File: src/rtl/systolic_skew_feeder_if.sv
// Stream/status bundle between the row-side operand feeder and its neighbours.
// master = the side that supplies vectors and job requests; slave = the feeder.
interface systolic_skew_feeder_if #(
  parameter int LANES = 4,
  parameter int DW    = 32,
  parameter int CNTW  = 8
);
  logic                  start;
  logic [CNTW-1:0]       len;
  logic                  in_valid;
  logic                  in_ready;
  logic [LANES*DW-1:0]   in_data;
  logic [LANES*DW-1:0]   out_data;
  logic [LANES-1:0]      out_vld;
  logic                  busy;
  logic                  done;

  modport master (
    output start, len, in_valid, in_data,
    input  in_ready, out_data, out_vld, busy, done
  );

  modport slave (
    input  start, len, in_valid, in_data,
    output in_ready, out_data, out_vld, busy, done
  );
endinterface

File: src/rtl/systolic_skew_feeder.sv
// Row-side operand feeder for the systolic MAC array.
// Accepts K vectors of LANES elements and drives lane i into array row i
// delayed by i extra cycles (diagonal wavefront), then flushes zeros so every
// lane drains and pulses done. Outputs never stall; input gaps become bubbles.
// Optional build macro FEEDER_PERF_EN adds the bubble_cnt output, counting
// LOAD cycles without an offered vector (cleared at job start, saturating).
module systolic_skew_feeder #(
  parameter int LANES = 4,
  parameter int DW    = 32,
  parameter int CNTW  = 8
) (
  input  logic                 clk,
  input  logic                 rst,
  systolic_skew_feeder_if.slave bus
`ifdef FEEDER_PERF_EN
  ,
  output logic [CNTW-1:0]      bubble_cnt
`endif
);

  // Flush down-counter must hold LANES-1.
  localparam int FW = $clog2(LANES) + 1;

  typedef enum logic [1:0] {IDLE, LOAD, FLUSH, DONE} state_t;

  state_t              state_reg, state_next;
  logic [CNTW-1:0]     len_reg, len_next;
  logic [CNTW-1:0]     cnt_reg, cnt_next;
  logic [FW-1:0]       flush_reg, flush_next;

  // Value entering stage 0 of every lane chain this cycle.
  logic                inject_vld;
  logic [LANES*DW-1:0] inject_data;

  logic [LANES*DW-1:0] out_data_w;
  logic [LANES-1:0]    out_vld_w;

  // State and job counters; async clear returns the feeder to IDLE at once.
  always_ff @(posedge clk or posedge rst) begin
    if (rst) begin
      state_reg <= IDLE;
      len_reg   <= '0;
      cnt_reg   <= '0;
      flush_reg <= '0;
    end else begin
      state_reg <= state_next;
      len_reg   <= len_next;
      cnt_reg   <= cnt_next;
      flush_reg <= flush_next;
    end
  end

  // Next-state logic and selection of what is injected into the chains.
  always_comb begin
    state_next  = state_reg;
    len_next    = len_reg;
    cnt_next    = cnt_reg;
    flush_next  = flush_reg;
    inject_vld  = 1'b0;
    inject_data = '0;
    case (state_reg)
      IDLE: begin
        if (bus.start) begin
          if (bus.len != '0) begin
            state_next = LOAD;
            len_next   = bus.len;
            cnt_next   = '0;
          end else begin
            // Empty job: nothing to skew, report completion right away.
            state_next = DONE;
          end
        end
      end
      LOAD: begin
        if (bus.in_valid) begin
          inject_vld  = 1'b1;
          inject_data = bus.in_data;
          cnt_next    = cnt_reg + CNTW'(1);
          // Full-width compare: len of all-ones never wraps the counter.
          if (cnt_next == len_reg) begin
            state_next = FLUSH;
            flush_next = FW'(LANES - 1);
          end
        end
      end
      FLUSH: begin
        // Lane LANES-1 needs LANES-1 extra shifts to drain its last element.
        flush_next = flush_reg - FW'(1);
        if (flush_reg == FW'(1)) begin
          state_next = DONE;
        end
      end
      DONE: begin
        state_next = IDLE;
      end
      default: begin
        state_next = IDLE;
      end
    endcase
  end

  // Per-lane delay lines; lane gi is gi+1 registers deep including the output.
  for (genvar gi = 0; gi < LANES; gi++) begin : g_lane
    logic [DW-1:0] data_sr [gi+1];
    logic [gi:0]   vld_sr;

    // Shift one stage per clock in every state; never stalled.
    always_ff @(posedge clk or posedge rst) begin
      if (rst) begin
        for (int j = 0; j <= gi; j++) begin
          data_sr[j] <= '0;
        end
        vld_sr <= '0;
      end else begin
        data_sr[0] <= inject_data[gi*DW +: DW];
        vld_sr[0]  <= inject_vld;
        for (int j = 1; j <= gi; j++) begin
          data_sr[j] <= data_sr[j-1];
          vld_sr[j]  <= vld_sr[j-1];
        end
      end
    end

    assign out_data_w[gi*DW +: DW] = data_sr[gi];
    assign out_vld_w[gi]           = vld_sr[gi];
  end

  assign bus.out_data = out_data_w;
  assign bus.out_vld  = out_vld_w;
  assign bus.in_ready = (state_reg == LOAD);
  assign bus.busy     = (state_reg == LOAD) || (state_reg == FLUSH);
  assign bus.done     = (state_reg == DONE);

`ifdef FEEDER_PERF_EN
  logic [CNTW-1:0] bubble_reg;

  // Count LOAD cycles with no vector offered; held after the job ends.
  always_ff @(posedge clk or posedge rst) begin
    if (rst) begin
      bubble_reg <= '0;
    end else if ((state_reg == IDLE) && bus.start) begin
      bubble_reg <= '0;
    end else if ((state_reg == LOAD) && !bus.in_valid && (bubble_reg != '1)) begin
      bubble_reg <= bubble_reg + CNTW'(1);
    end
  end

  assign bubble_cnt = bubble_reg;
`endif

endmodule

File: src/flat_wrapper.sv
// flat-port wrapper written by rule: the top's interface ports become plain ports
module systolic_skew_feeder_flat 
#(
  parameter int LANES = 4,
  parameter int DW    = 32,
  parameter int CNTW  = 8
)
  (clk, rst, bus_start, bus_len, bus_in_valid, bus_in_data, bus_in_ready, bus_out_data, bus_out_vld, bus_busy, bus_done);
  systolic_skew_feeder_if #(.LANES(LANES), .DW(DW), .CNTW(CNTW)) bus_i ();
  input  logic clk;
  input  logic rst;
  input wire logic [$bits(bus_i.start)-1:0] bus_start;
  input wire logic [$bits(bus_i.len)-1:0] bus_len;
  input wire logic [$bits(bus_i.in_valid)-1:0] bus_in_valid;
  input wire logic [$bits(bus_i.in_data)-1:0] bus_in_data;
  output wire logic [$bits(bus_i.in_ready)-1:0] bus_in_ready;
  output wire logic [$bits(bus_i.out_data)-1:0] bus_out_data;
  output wire logic [$bits(bus_i.out_vld)-1:0] bus_out_vld;
  output wire logic [$bits(bus_i.busy)-1:0] bus_busy;
  output wire logic [$bits(bus_i.done)-1:0] bus_done;
  assign bus_i.start = bus_start;
  assign bus_i.len = bus_len;
  assign bus_i.in_valid = bus_in_valid;
  assign bus_i.in_data = bus_in_data;
  assign bus_in_ready = bus_i.in_ready;
  assign bus_out_data = bus_i.out_data;
  assign bus_out_vld = bus_i.out_vld;
  assign bus_busy = bus_i.busy;
  assign bus_done = bus_i.done;
  systolic_skew_feeder #(.LANES(LANES), .DW(DW), .CNTW(CNTW)) u_core (.clk(clk), .rst(rst), .bus(bus_i));
endmodule
File: config.mk
export PLATFORM = sky130hd
export DESIGN_NAME = systolic_skew_feeder_flat
export DESIGN_NICKNAME = d
export VERILOG_FILES = /design/src/rtl/systolic_skew_feeder_if.sv /design/src/rtl/systolic_skew_feeder.sv /design/src/flat_wrapper.sv
export SDC_FILE = /design/constraint.sdc
export NUM_CORES = 1
export LEC_CHECK = 0
export CAP_MARGIN = 15
export CORE_AREA = 2 2 155 157
export DETAILED_ROUTE_END_ITERATION = 10
export DIE_AREA = 0 0 157 159
export PLACE_DENSITY = 0.89
export SYNTH_ARGS = -nofsm -noshare
export SYNTH_HDL_FRONTEND = slang
export SYNTH_SLANG_ARGS = --single-unit
export TNS_END_PERCENT = 1
File: constraint.sdc
create_clock -name clk -period 12.2 [get_ports clk]
set_input_delay 1.83 -clock clk [delete_from_list [all_inputs] [get_ports clk]]
set_output_delay 1.83 -clock clk [all_outputs]
set_load 0.005 [all_outputs]
# Word-level counts from Yosys, hierarchy flattened
# Cells that the tools add are included.
[word_totals]
input_bits = 140
wordCells = 56
out_inout_bits = 135
regBits = 351
[op_classes]
n_mux = 17
add_sub_neg = 2
n_reduce_logical = 9
eq_ne = 10
[ops]
columns = ["operator", "count"]
rows = [
  ["$mux 128", 2],
  ["$mux 8", 3],
  ["$pmux 8 s2", 1],
  ["$mux 2", 5],
  ["$add 8x1->8 const B", 1],
  ["$eq 8x8->1", 1],
  ["$pmux 2 s4", 1],
  ["$reduce_and 4->1", 2],
  ["$reduce_bool 8->1", 1],
  ["$mux 3", 2],
  ["$ne 2x1->1 const B", 3],
  ["$pmux 3 s2", 1],
  ["$reduce_and 3->1", 2],
  ["$eq 2x2->1 const B", 2],
  ["$ne 2x2->1 const B", 2],
  ["$reduce_bool 2->1", 2],
  ["$eq 3x1->1 const B", 1],
  ["$sub 3x1->3 const B", 1],
  ["$eq 2x1->1 const B", 1],
  ["$logic_not 2->1", 1],
  ["$mux 1", 2],
  ["$logic_or 1x1->1", 1],
]

# Depth between registers and ports, before layout
# Gate-level depths: netlist of the first run.
[logic_depth]
ltp_word = 5
ltp_mapped = 8
ltp_nobuf = 7

# Least setup slack after synthesis of the first run
# Ideal clock, no wire load.
[synth_timing]
path_type = "in2reg"
from = "input bus_len[5]"
to = "register u_core.cnt_reg[4]"
arrival_ns = 3.284
setup_time_ns = 0.130
path_buffers = 1
setup_slack_ns = 8.785
required_time_ns = 12.070
cell_stages = 7
path_cell_list = "or4_1 -> o21ai_1 -> a21o_1 -> clkbuf_1 -> nor2_1 -> o21ai_0 -> o31ai_1"
[synth_via]
elab_chain_len = 3
[synth_rtl]
columns = ["element", "line", "text"]
rows = [
  ["from (decl)", "flat_wrapper.sv:13", "input wire logic [$bits(bus_i.len)-1:0] bus_len;"],
  ["$reduce_bool 8->1", "systolic_skew_feeder.sv:64", "if (bus.len != '0) begin"],
  ["$ne 2x1->1 (no line)", "--", ""],
  ["$reduce_and 4->1 (no line)", "--", ""],
  ["to (signal assigned)", "systolic_skew_feeder.sv:48", "cnt_reg <= cnt_next;"],
  ["to (decl)", "systolic_skew_feeder.sv:28", "logic [CNTW-1:0] cnt_reg, cnt_next;"],
]
# No other way between the ends.
# A chain may end at the register's enable or synchronous reset.

# Final worst setup path of the first run
[layout_timing]
from = "register u_core.state_reg[1]"
to = "output bus_in_ready"
[layout_via]
elab_chain_len = 1
[layout_rtl]
columns = ["element", "line", "text"]
rows = [
  ["from (decl)", "systolic_skew_feeder.sv:26", "state_t state_reg, state_next;"],
  ["from (signal assigned)", "systolic_skew_feeder.sv:46", "state_reg <= state_next;"],
  ["$eq 2x1->1", "systolic_skew_feeder.sv:130", "assign bus.in_ready = (state_reg == LOAD);"],
  ["to (decl)", "flat_wrapper.sv:16", "output wire logic [$bits(bus_i.in_ready)-1:0] bus_in_ready;"],
]
# No other way between the ends.

==> metrics.log, run 1 <==
INFO  metric status = finished, final reports clean
INFO  metric fmax = 0.246 GHz
INFO  metric postSynth.asyncResetShare = 1.00
INFO  metric die_w = 157 um
INFO  metric floorplan.initialDensity = 0.477
INFO  metric final-seq-area = 8630 um2
INFO  metric synth_seq_cells = 345
INFO  metric critPathKind = reg2out
INFO  metric io_pins = 275
INFO  metric timing.critical_path.slowest_stage_cell = sky130_fd_sc_hd__clkdlybuf4s50_1
INFO  metric dpl_worst_slack = 8030 ps
INFO  metric finalWirelength = 22000 um
INFO  metric route.vias.total = 5755
INFO  metric cell_at_the_root_of_the_clock_tree = sky130_fd_sc_hd__clkbuf_16
INFO  metric seq_power_share = 0.471
INFO  metric cell_count_after_synthesis = 710
INFO  metric timing.critical_path.required = 10370 ps
INFO  metric timing.critical_path.max_delay_family = buffers and inverters
INFO  metric layout-drive-gt1-share = 0.0785
INFO  metric largest_register = u_core.g_lane.data_sr
INFO  metric fillerInstances = 1632
INFO  metric timing_hold_violations_final = 0
INFO  metric cp_num_buf_inv = 2
INFO  metric synthFlopType = sky130_fd_sc_hd__dfrtp_1
INFO  metric vias_in_the_first_global_route = 6213
INFO  metric post-cts-setup-buffer-count = 0
INFO  metric yosysWarningCount = 0
INFO  metric finalWeightedCongestion = 0.784
INFO  metric timing.critical_path.arrival = 2240 ps
INFO  metric placed_area = 13400 um2
INFO  metric synth.top_cells.by_count = sky130_fd_sc_hd__dfrtp_1 (345), sky130_fd_sc_hd__and3_1 (129), sky130_fd_sc_hd__buf_4 (97), sky130_fd_sc_hd__clkbuf_1 (30), sky130_fd_sc_hd__o21ai_0 (13)
INFO  metric design.core.area = 23200 um2
INFO  metric cts.sink_count = 345
INFO  metric whs = 338 ps
INFO  metric final.period_utilization = 0.334
INFO  metric placement_rows = 56
INFO  metric routed_wire_length_per_instance = 17.8 um
INFO  metric clkSlewWorstSetupHoldPaths = 60 ps
INFO  metric worst_slew_margin = 0.237
INFO  metric synth-edff-count = 0
INFO  metric stdcell_area = 14600 um2
INFO  metric power-per-cell-area = 205 nW/um2
INFO  metric drt_pre_antenna_iters = 4
INFO  metric grt_overflow_total = 0
INFO  metric timing.critical_path.cells = inv_1, ha_4, clkdlybuf4s50_1
INFO  metric actual_transition_at_the_worst_max_transition_pin = 1140 ps
INFO  metric grt_start_max_net_pins = 213
INFO  metric yosys.cell_types.count = 39
INFO  metric ctsResizeCount = 0
INFO  metric avgViaCountPerCell = 4.65
INFO  metric tritoncts = yes
INFO  metric p_sw_frac = 0.246
INFO  metric syn_area = 11100 um2
INFO  metric post-synth-top-count-cell = sky130_fd_sc_hd__dfrtp_1
INFO  metric max_stage_delay = 620 ps
INFO  metric count_of_nets_left_with_antenna_violations_after_detail_routing = 0
INFO  metric hpwl = 14000 um
INFO  metric area_growth = 32.0%
INFO  metric min-delay-path-class = reg2reg
INFO  metric cap_viol_max_count = 0
INFO  metric setup_viol_count_final = 0
INFO  metric final.setup.tns = 0 ps
INFO  metric synth.yosys.seq_area_share = 0.780
INFO  metric post-route-drc-count = 0
INFO  metric worst_slack_setup_final = 8130 ps
INFO  metric fin_nets = 1042
INFO  metric internal-power = 2260 uW
INFO  metric max_reg_flops = 224
INFO  metric synth_top_area_cell = sky130_fd_sc_hd__dfrtp_1
INFO  metric antenna_found_initial = 2
INFO  metric timing.clock.skew = 14.8 ps
INFO  metric clock_latency = 520 ps
INFO  metric synth.area.top_cells = sky130_fd_sc_hd__dfrtp_1 (78%), sky130_fd_sc_hd__and3_1 (7.3%), sky130_fd_sc_hd__buf_4 (6.6%)
INFO  metric floorplan.die_area = 25000 um2
INFO  metric worst_setup_path_end_kind = primary output
INFO  metric cts_hold_buf = 0
INFO  metric final_max_slew_viol_count = 0
INFO  metric total_area_of_multi_input_combinational_cells = 1560 um2
INFO  metric vdd_drop_max = 0.168 mV
INFO  metric power.combinational.fraction = 0.168
INFO  metric clk_network_pwr_share = 0.361
INFO  metric critical_path.max_fanout = 63
INFO  metric count_of_h_tree_levels_built_during_cts = 2
INFO  metric finalCriticalPeriod = 4070 ps
INFO  metric grt_util_all_layers = 0.180
INFO  metric grt_first_pass_wirelength = 34500 um
INFO  metric fp.dieH = 159 um
INFO  metric cts.path.max_buffers = 3
INFO  metric p_leak = 0.00736 uW
INFO  metric cp-start-kind = flop
INFO  metric power_switching = 737 uW
INFO  metric rsz0062_at_grt = false
INFO  metric portBuffers = 274
INFO  metric synth_nets = 858
INFO  metric dr.first_iter.drc_count = 242
INFO  metric synth_largest_type_area_fraction = 0.780
INFO  metric postSynthAreaPerCell = 15.6 um2
INFO  metric tritoncts.num_buffers = 35
==> power by group through the flow <==
stage | combinational (uW) | sequential (uW) | clock, uW
final | 504 | 1410 | 1080
after global routing | 551 | 1430 | 1160
after CTS | 505 | 1410 | 1110
after detailed placement | 502 | 1430 | 0
after global placement | 482 | 1420 | 0
after floorplan | 300 | 1410 | 0
==> worst paths after layout <==
check,startpoint,to,slack (ps),depth (start not counted)
min in group asynchronous,rst,u_core.bus.out_data[63],1920,2
max in group asynchronous,rst,u_core.bus.out_data[55],8670,3
min reg2reg,u_core.g_lane[1].data_sr[62],u_core.bus.out_data[62],340,0
min,u_core.g_lane[1].data_sr[62],u_core.bus.out_data[62],340,0
max reg2reg,u_core.cnt_reg[0],u_core.state_reg[1],9590,7
max,u_core.state_reg[1],bus_in_ready,8130,3
==> layout make-up <==
class                           instances  share of cell area
Sequential cell                       345               0.591
Timing Repair Buffer                  276               0.190
Multi-Input combinational cell        227               0.107
Clock buffer                           46              0.0663
Tap cell                              319              0.0273
Clock inverter                         14              0.0147
Inverter                                9             0.00283
Antenna cell                            2            0.000343
==> logic make-up after synthesis <==
| family | share of synthesized area |
|---|---|
| flops | 0.780 |
| mux | 0.0110 |
| xor+xnor | 0.00871 |
| fa+ha+maj | 0.00905 |
| buf+inv | 0.0800 |
| simple gates | 0.0890 |
| compound gates | 0.0219 |
==> layout by cell type, fill, tap and decap left out, drive strengths merged, types with 2 or more instances in the layout <==
cell type      netlist  layout
dfrtp              345     345
clkdlybuf4s50        0     273
and3               129     129
clkbuf              30      46
o21ai               14      14
inv                  9      14
nand2               11      11
mux2                 9       9
nor2                 8       8
ha                   8       8
xnor2                7       7
nand2b               4       4
xor2                 4       4
o31ai                4       4
bufinv               0       4
clkinv               0       4
nand3                4       4
buf                 99       3
diode                0       2
or4                  2       2
a21oi                2       2
nand4                2       2
o41ai                2       2
mux2i                2       2
a221oi               2       2
==> through the flow <==
| stage | instances | power, uW | util |
|---|---|---|---|
| 6_report | 1238 | 2990 | 0.629 |
| 5_1_grt | 1238 | 3140 | 0.629 |
| 4_1_cts | 1235 | 3030 | 0.628 |
| 3_5_place_dp | 1175 | 1930 | 0.577 |
| 3_3_place_gp | 1175 | 1900 | 0.577 |
| 2_1_floorplan | 710 | 1710 | - |
==> per-layer routing <==
layer,GRT usage,share of wire,vias up
li1,-,-,2620
met3,0.0474,0.063,43
met2,0.308,0.51,209
met4,0.0721,0.032,0
met5,0,0,-
met1,0.217,0.39,2883
(Power assumes the default switching activity.)
==> run 2: changes to the inputs <==
CORE_AREA = 2 2 162 164   (was 2 2 155 157)
DIE_AREA = 0 0 164 166   (was 0 0 157 159)
PLACE_DENSITY = 0.86   (was 0.89)
clock period = 3.5 ns   (was 12.2 ns; I/O delays follow)
==> run 2 against run 1 <==
  * Global-route usage down 1.2 points
  * Final cell count up 1.9%
  * Clock-buffer cell count down 1
  * Sequential share of layout area down 0.16 points
  * Flip-flop and latch count unchanged
  * Cell area up 0.27%
  * Total power rose to 3.4 times the previous value
  * Critical endpoint is now u_core.state_reg[1]
  * Largest cell class unchanged
==> metrics.log, run 2 (synthesis gave the netlist of run 1 again) <==
INFO  metric seq_power_share = 0.479 (+0.008)
INFO  metric critical_path.max_fanout = 7 (-89%)
INFO  metric setup_viol_count_final = 0 (unchanged)
INFO  metric ctsResizeCount = 0 (unchanged)
INFO  metric avgViaCountPerCell = 4.62 (-0.60%)
INFO  metric final.setup.tns = 0 ps (unchanged)
INFO  metric actual_transition_at_the_worst_max_transition_pin = 1060 ps (-88.8 ps)
INFO  metric portBuffers = 274 (unchanged)
INFO  metric cts_hold_buf = 0 (unchanged)
INFO  metric whs = 299 ps (-39.3 ps)
INFO  metric floorplan.initialDensity = 0.432 (-0.0451)
INFO  metric hpwl = 14700 um (+4.5%)
INFO  metric vdd_drop_max = 0.408 mV (+140%)
INFO  metric cap_viol_max_count = 0 (unchanged)
INFO  metric power_switching = 2560 uW (+250%)
INFO  metric layout-drive-gt1-share = 0.0854 (+0.00689)
INFO  metric final_max_slew_viol_count = 0 (unchanged)
INFO  metric p_leak = 0.00735 uW (about the same)
INFO  metric grt_first_pass_wirelength = 35300 um (+2.4%)
INFO  metric cp_num_buf_inv = 0 (-2)
INFO  metric design.core.area = 25600 um2 (+10%)
INFO  metric cts.sink_count = 345 (unchanged)
INFO  metric io_pins = 275 (unchanged)
INFO  metric max_reg_flops = 224 (unchanged)
INFO  metric clock_latency = 510 ps (about the same)
INFO  metric grt_overflow_total = 0 (unchanged)
INFO  metric fillerInstances = 1945 (+19%)
INFO  metric timing.critical_path.arrival = 3040 ps (+800 ps)
INFO  metric timing.critical_path.required = 3890 ps (-6480 ps)
INFO  metric power-per-cell-area = 700 nW/um2 (+240%)
INFO  metric timing_hold_violations_final = 0 (unchanged)
INFO  metric timing.critical_path.max_delay_family = compound AO/OA/AOI/OAI gates
INFO  metric finalCriticalPeriod = 2650 ps
INFO  metric count_of_h_tree_levels_built_during_cts = 2 (unchanged)
INFO  metric fin_nets = 1049 (+0.67%)
INFO  metric internal-power = 7690 uW (+240%)
INFO  metric timing.critical_path.slowest_stage_cell = sky130_fd_sc_hd__dfrtp_1
INFO  metric grt_util_all_layers = 0.168 (-0.0118)
INFO  metric fmax = 0.377 GHz
INFO  metric clk_network_pwr_share = 0.350 (-0.011)
INFO  metric placed_area = 13500 um2 (+0.89%)
INFO  metric max_stage_delay = 460 ps (-160 ps)
INFO  metric post-cts-setup-buffer-count = 0 (unchanged)
INFO  metric timing.critical_path.cells = ha_1, nand3_2, or3_1, a211oi_2, a41oi_2, a221oi_2, mux2_1
INFO  metric finalWirelength = 22100 um (+0.43%)
INFO  metric rsz0062_at_grt = false
INFO  metric final_cell_mix = sky130_fd_sc_hd__dfrtp_1 (345), sky130_fd_sc_hd__clkdlybuf4s50_1 (273), sky130_fd_sc_hd__and3_1 (129)
INFO  metric clkSlewWorstSetupHoldPaths = 60 ps (about the same)
INFO  metric finalWeightedCongestion = 0.764 (-2.5%)
INFO  metric tritoncts = yes
INFO  metric vias_in_the_first_global_route = 6539 (+5.2%)
INFO  metric tritoncts.num_buffers = 36 (+2.9%)
INFO  metric cts.path.max_buffers = 3 (unchanged)
INFO  metric final.period_utilization = 0.757
INFO  metric die_w = 164 um (+4.5%)
INFO  metric post-route-drc-count = 0 (unchanged)
INFO  metric worst_setup_path_end_kind = flop
INFO  metric critPathKind = reg2reg
INFO  metric routed_wire_length_per_instance = 17.5 um (-1.4%)
INFO  metric area_growth = 32.3%
INFO  metric floorplan.die_area = 27200 um2 (+9.1%)
INFO  metric worst_slew_margin = 0.296 (+0.0592)
INFO  metric antenna_found_initial = 0 (-2)
INFO  metric power.combinational.fraction = 0.170 (+0.002)
INFO  metric p_sw_frac = 0.250 (+0.00401)
INFO  metric grt_start_max_net_pins = 129 (-39%)
INFO  metric drt_pre_antenna_iters = 4 (unchanged)
INFO  metric route.vias.total = 5827 (+1.3%)
INFO  metric cp-start-kind = flop
INFO  metric final_common_cell = sky130_fd_sc_hd__dfrtp_1
INFO  metric stdcell_area = 14600 um2 (+0.27%)
INFO  metric min-delay-path-class = in2reg
INFO  metric count_of_nets_left_with_antenna_violations_after_detail_routing = 0 (unchanged)
INFO  metric cell_at_the_root_of_the_clock_tree = sky130_fd_sc_hd__clkbuf_16
INFO  metric status = finished, final reports clean
INFO  metric fp.dieH = 166 um (+4.4%)
INFO  metric placement_rows = 59 (+5.4%)
INFO  metric dr.first_iter.drc_count = 367 (+52%)
INFO  metric largest_register = u_core.g_lane.data_sr
INFO  metric timing.clock.skew = 18.0 ps (+3.27 ps)
-- run 2: changes by cell type in the layout (fill, tap and decap cells not counted), sizes merged --
cell,change
buf,+6
clkbuf,-1
inv,-5
clkinv,+5
clkinvlp,+5
bufinv,-2
diode,-1
-- run 2: worst paths after layout --
| kind | start | endpoint | slack [ps] | cells after the start |
|---|---|---|---|---|
| max | u_core.cnt_reg[0] | u_core.state_reg[1] | 850 | 7 |
| min | bus_in_valid | u_core.g_lane[1].vld_sr[0] | 300 | 3 |
| max reg2reg | u_core.cnt_reg[0] | u_core.state_reg[1] | 850 | 7 |
| min reg2reg | u_core.g_lane[1].data_sr[58] | u_core.bus.out_data[58] | 340 | 0 |
| max in group asynchronous | rst | u_core.g_lane[0].data_sr[15] | 2160 | 3 |
| min in group asynchronous | rst | u_core.bus.out_data[62] | 420 | 2 |
-- run 2: cell type report --
| type | instances | area, um2 | area share |
|---|---|---|---|
| antenna | 1 | 2.50 | 0.000171 |
| clock buffer | 45 | 955 | 0.0652 |
| clock inverter | 17 | 170 | 0.0116 |
| inverter | 9 | 37.5 | 0.00256 |
| multi-input combinational | 227 | 1560 | 0.106 |
| sequential | 345 | 8630 | 0.590 |
| tap | 335 | 419 | 0.0286 |
| timing repair buffer | 282 | 2860 | 0.196 |
-- run 2: layer usage --
metal  global-route usage  wire length [um]  up-vias
li1                     -                 -     2625
met1                0.198              8400     2895
met2                0.288             11200      250
met3               0.0589              1920       57
met4               0.0526               610        0
met5                    0                 0        -
-- run 2: worst reg2reg max path, delay by kind of cell (launching register included) --
kind	cells	cell delay (ps)
AND/OR/NAND/NOR	2	570
AO/OA/AOI/OAI	3	810
flip-flops	1	460
multiplexers	1	370
adder cells (fa/ha/maj)	1	330
-- run 2: power groups by stage --
stage               sequential [uW]  clock [uW]  combinational [uW]
floorplan                      4900           0                1050
global placement               4930           0                1710
detailed placement             4990           0                1760
CTS                            4920        3700                1780
global route                   4980        3900                1930
finish                         4910        3590                1750
-- run 2: metrics by stage --
| stage | utilization | setup WS, ps | std cells | power (uW) |
|---|---|---|---|---|
| after floorplan | - | -1640 | 710 | 5950 |
| after global placement | 0.527 | 958 | 1198 | 6640 |
| after detailed placement | 0.527 | 900 | 1198 | 6750 |
| after CTS | 0.571 | 901 | 1260 | 10400 |
| after global routing | 0.571 | 698 | 1260 | 10800 |
| final | 0.571 | 849 | 1261 | 10300 |
==> variant 1, RTL diff (config.mk and constraints of run 1) <==
Re-encode `state_t` (4 states) as one-hot, 4 bits wide.
--- a/src/rtl/systolic_skew_feeder.sv
+++ b/src/rtl/systolic_skew_feeder.sv
@@ -21,7 +21,7 @@
   // Flush down-counter must hold LANES-1.
   localparam int FW = $clog2(LANES) + 1;
 
-  typedef enum logic [1:0] {IDLE, LOAD, FLUSH, DONE} state_t;
+  typedef enum logic [3:0] {IDLE = 4'b0001, LOAD = 4'b0010, FLUSH = 4'b0100, DONE = 4'b1000} state_t;
 
   state_t              state_reg, state_next;
   logic [CNTW-1:0]     len_reg, len_next;
Check against the original RTL: same outputs for any inputs over 4 cycles, from zero or initial values and one cycle with rst high; so few cycles prove little.
==> variant 1 against run 1 <==
Final area rose by 0.38%. Synthesized area rose by 1.0%. Worst setup slack worse by 0.16 ns. Wire length increased by 0.77%. Sequential cell count increased by 2. Power fell by 9.5%. Die area stayed put. Sequential share of layout area increased by 0.13 points.
==> variant 1: results (changes against run 1) <==
stage,metric,value,unit,change
worst_setup_path,crit path DAT,2.40,ns,+0.16 ns
timing,Slew @ Worst Pin,1.08,ns,-0.0634 ns
global_route,global-route wire length before repair,34.5,mm,about the same
logic_synthesis,ranking of synthesized cells by area,"dfrtp_1 (77%), and3_1 (7.3%), buf_4 (6.7%), mux2_1 (0.71%), clkbuf_1 (0.60%)",,
hold_path,WHS Endpoint,u_core.bus.out_data[68],,
drt,Iter 0 DRT Violations,260,,+7.4%
clock_network,worst skew pair latency,0.50,ns,-0.02 ns
drt,routed len/inst,17.9,um,+0.69%
status,status,completed,,
worst_setup_path,flop-to-flop setup slack,9.70,ns,+0.11 ns
logic_synthesis,Post-synth top cells,"dfrtp_1 (346), and3_1 (131), buf_4 (100)",,
power_and_ir_drop,Pleak,7.44,nW,+1.1%
timing,Setup TNS,0,ns,unchanged
worst_setup_path,reg2reg end,u_core.g_lane[0].data_sr[20],,
layout,max reg flops,224,,unchanged
timing,Final Skew,0.0153,ns,+0.000491 ns
global_route,vias in the first global route,6097,,-1.9%
global_route,Total GRT Usage,18.2,%,+0.16 points
timing,WHS,0.335,ns,-0.00342 ns
hold_path,HP Start,u_core.g_lane[2].data_sr[36],,
place,Final HPWL DP,14.6,mm,+3.8%
logic_synthesis,Synth async-reset ratio,100,%,unchanged
layout,share of layout cells above drive strength 1,8.49,%,+0.64 points
logic_synthesis,register area share after synthesis,77.7,%,-0.32 points
drt,Vias,5834,,+1.4%
clock_network,CTS root buf,clkbuf_16,,
layout,fin cells,1239,,+0.081%
hold_path,Hold Path Stages,0,,unchanged
logic_synthesis,total number of yosys warnings,0,,unchanged
place,GP Congestion,0.807,,+2.9%
global_route,pin count of the biggest net entering global routing,199,,-6.6%
layout,layout filler cell count,1636,,+0.25%
logic_synthesis,Syn Nets,853,,-0.58%
layout,NumNets Final,1037,,-0.48%
drt,Detail Route Antenna Nets,0,,unchanged
worst_setup_path,CP Max Fanout,35,,-44%
power_and_ir_drop,worst vdd ir,117,uV,-30%
worst_setup_path,Reg-to-Reg Start,u_core.state_reg[3],,
place,Inst Count DP,1176,,+0.085%
logic_synthesis,Netlist cell types,54,,+38%
worst_setup_path,Worst Reg-to-Reg Cells,4,,-3
clock_network,Bufs on Longest Clock Path,3,,unchanged
place,placed inst area,13500,um2,+0.59%
place,setup slack at placement,8.08,ns,+0.0511 ns
## variant 1: cell families (layout without fill, tap and decap cells)
family / count (synthesis) / in the layout / synth area share [%]
other: 0 / 1 / 0
buffers and inverters: 136 / 345 / 8.11
AND/OR/NAND/NOR: 175 / 175 / 9.98
multiplexers: 9 / 9 / 0.896
XOR/XNOR: 11 / 11 / 0.985
flip-flops: 347 / 347 / 77.7
AO/OA/AOI/OAI: 29 / 29 / 1.98
adder cells (fa/ha/maj): 3 / 3 / 0.336
## variant 1: area by class of cell
class	count	area [um2]	share of cell area [%]
flip-flops and latches	347	8680	59.3
repair buffers	276	2770	18.9
multi-input cells	227	1580	10.8
clock buffers	44	930	6.34
well taps	319	399	2.72
clock inverters	18	250	1.71
inverters	7	35.0	0.239
diodes	1	2.50	0.0171
## variant 1: layer usage
layer  track usage (%)  wire, um  vias to the layer above
met3              4.16      1140                       66
met2              31.5     11800                      185
met1              21.0      8230                     2951
met4              9.30      1030                        2
met5                 0        11                        -
li1                  -         -                     2630
## variant 1: worst max-delay path, stage by stage, from the launching register on
cell             delay [ns]
dfrtp_1                0.42
or4b_4                 0.57
clkinv_2               0.33
clkdlybuf4s50_1        0.58
## variant 1: power breakdown
part           total, mW  internal [mW]  switching (mW)  leakage, nW
combinational      0.316          0.171           0.145         2.09
sequential          1.31           1.26          0.0491         4.78
clock               1.08          0.652           0.428        0.575
total               2.71           2.09           0.622         7.44
## variant 1: worst max-delay path by stage
stage,from,endpoint,slack (ns),cells after the start
finish,u_core.state_reg[3],bus_in_ready,7.97,3
global route,u_core.state_reg[3],bus_in_ready,7.87,3
CTS,u_core.state_reg[3],bus_in_ready,7.93,3
detailed placement,rst,u_core.bus.out_data[53],8.08,3
global placement,rst,u_core.g_lane[1].data_sr[47],8.15,3
floorplan,rst,u_core.bus.out_data[100],0.75,1
==> variant 2, RTL diff (config.mk and constraints of run 1) <==
Without the edit above. `CNTW` is set to 8 in 3 places; all go to 7.
--- a/src/rtl/systolic_skew_feeder_if.sv
+++ b/src/rtl/systolic_skew_feeder_if.sv
@@ -3,7 +3,7 @@
 interface systolic_skew_feeder_if #(
   parameter int LANES = 4,
   parameter int DW    = 32,
-  parameter int CNTW  = 8
+  parameter int CNTW  = 7
 );
   logic                  start;
   logic [CNTW-1:0]       len;
--- a/src/rtl/systolic_skew_feeder.sv
+++ b/src/rtl/systolic_skew_feeder.sv
@@ -7,7 +7,7 @@
 module systolic_skew_feeder #(
   parameter int LANES = 4,
   parameter int DW    = 32,
-  parameter int CNTW  = 8
+  parameter int CNTW  = 7
 ) (
   input  logic                 clk,
   input  logic                 rst,
--- a/src/flat_wrapper.sv
+++ b/src/flat_wrapper.sv
@@ -3,7 +3,7 @@
 #(
   parameter int LANES = 4,
   parameter int DW    = 32,
-  parameter int CNTW  = 8
+  parameter int CNTW  = 7
 )
   (clk, rst, bus_start, bus_len, bus_in_valid, bus_in_data, bus_in_ready, bus_out_data, bus_out_vld, bus_busy, bus_done);
   systolic_skew_feeder_if #(.LANES(LANES), .DW(DW), .CNTW(CNTW)) bus_i ();
Ports: changed (resized bus_len); port bits go from 275 to 274. No check against the original RTL was run, so the function may have changed too.
==> variant 2 against run 1 <==
Highest routed layer unchanged. Hold slack about the same. Power decreased by 1.5%. Critical path depth increased by 4. Die area unchanged. Critical path type is now in -> reg. Synthesized area decreased by 0.59%. Worst setup slack improved by 0.24 ns. Final area decreased by 0.69%. Wire length decreased by 3.2%. Sequential cell count decreased by 2.
==> variant 2: results (changes against run 1) <==
stage,metric,value,unit,change
logic_synthesis,Netlist cell types,38,,-2.6%
power_and_ir_drop,Sw Ratio,24.3,%,-0.27 points
global_route,global-route wire length before repair,33.8,mm,-2.0%
status,status,completed,,
drt,Vias,5671,,-1.5%
power_and_ir_drop,worst vdd ir,240,uV,+43%
place,placed inst area,13300,um2,-0.61%
global_route,Total GRT Usage,17.6,%,-0.45 points
drt,routed len/inst,17.3,um,-2.9%
place,GP Congestion,0.825,,+5.2%
drt,Pre-Repair DR Iteration Count,8,,+4
global_route,met2 GRT Util,29.2,%,-1.6 points
place,IO buf count,273,,-0.36%
layout,NumNets Final,1037,,-0.48%
worst_setup_path,CP Max Fanout,11,,-83%
timing,Slew Limit Headroom,24.8,%,+1.1 points
layout,inverter count,8,,-1
logic_synthesis,register area share after synthesis,78.0,%,about the same
hold_path,WHS Endpoint,u_core.bus.out_data[46],,
worst_setup_path,flop-to-flop setup slack,9.43,ns,-0.16 ns
worst_setup_path,CP Capture Point,u_core.cnt_reg[3],,
logic_synthesis,Post-synth top cells,"dfrtp_1 (343), and3_1 (130), buf_4 (98)",,
layout,sequential cell area,8580,um2,-0.58%
layout,comb_multi_in,224,,-1.3%
worst_setup_path,Setup crit start,bus_len[2],,
layout,Non-clk bufs,278,,+0.72%
worst_setup_path,crit path DAT,4.18,ns,+1.94 ns
layout,share of layout cells above drive strength 1,7.89,%,+0.034 points
global_route,pin count of the biggest net entering global routing,140,,-34%
clock_network,TritonCTS Sinks,343,,-0.58%
logic_synthesis,Syn Nets,854,,-0.47%
worst_setup_path,reg2reg end,u_core.cnt_reg[6],,
layout,Clock buf/inv share,7.97,%,-0.13 points
layout,Clock buffer cells,49,,+6.5%
logic_synthesis,Synth top area share,78.0,%,about the same
global_route,GR Layer Usage met3,4.87,%,+0.14 points
timing,Final Skew,0.0119,ns,-0.00287 ns
logic_synthesis,ranking of synthesized cells by area,"dfrtp_1 (78%), and3_1 (7.4%), buf_4 (6.7%), clkbuf_1 (1.0%), ha_1 (0.91%)",,
layout,layout filler cell count,1666,,+2.1%
drt,Iter 0 DRT Violations,338,,+40%
variant 2: cell types whose count changed after synthesis, sizes merged, moves of 2 or more:
cell,change
o21ai,-5
a21oi,+3
buf,+3
o22ai,+3
xnor2,-3
a221oi,-2
a31oi,+2
dfrtp,-2
nand4,-2
nor3,+2
or4,-2
variant 2: routing by layer:
layer  routed length [um]  vias to the layer above  part of all wire (%)
met5                    0                        -                     0
li1                     -                     2592                     -
met4                  978                        0                   4.6
met2                10900                      213                    51
met3                 1380                       61                   6.5
met1                 8030                     2805                    38
variant 2: metrics by stage:
step           hold slack, ns  setup WS, ns  power, mW  std cells  util [%]
3_5_place_dp            0.335          7.89       1.92       1171      57.4
2_1_floorplan           0.331         0.862       1.70        707         -
6_report                0.338          8.37       2.95       1234      62.5
5_1_grt                 0.345          8.11       3.10       1233      62.5
3_3_place_gp            0.331          8.09       1.89       1171      57.4
4_1_cts                 0.337          8.43       2.98       1231      62.4
variant 2: power by group through the flow:
stage               Sequential [mW]  Combinational [mW]  Clock [mW]
floorplan                      1.40               0.306           0
global placement               1.41               0.481           0
detailed placement             1.42               0.498           0
CTS                            1.40               0.502        1.08
global route                   1.42               0.544        1.14
finish                         1.40               0.494        1.05
variant 2: logic make-up after synthesis:
logic type | share of synthesized area [%]
AND/OR/NAND/NOR | 8.85
multiplexers | 1.13
adder cells (fa/ha/maj) | 0.910
XOR/XNOR | 0.557
AO/OA/AOI/OAI | 2.36
buffers and inverters | 8.16
flip-flops | 78.0
variant 2: worst max-delay path, stage by stage:
cell             delay, ns
clkdlybuf4s50_1       0.43
nor4_1                0.43
a21oi_1               0.18
o21ai_0               0.90
nor2_1                0.08
o21ai_0               0.22
o31ai_1               0.10
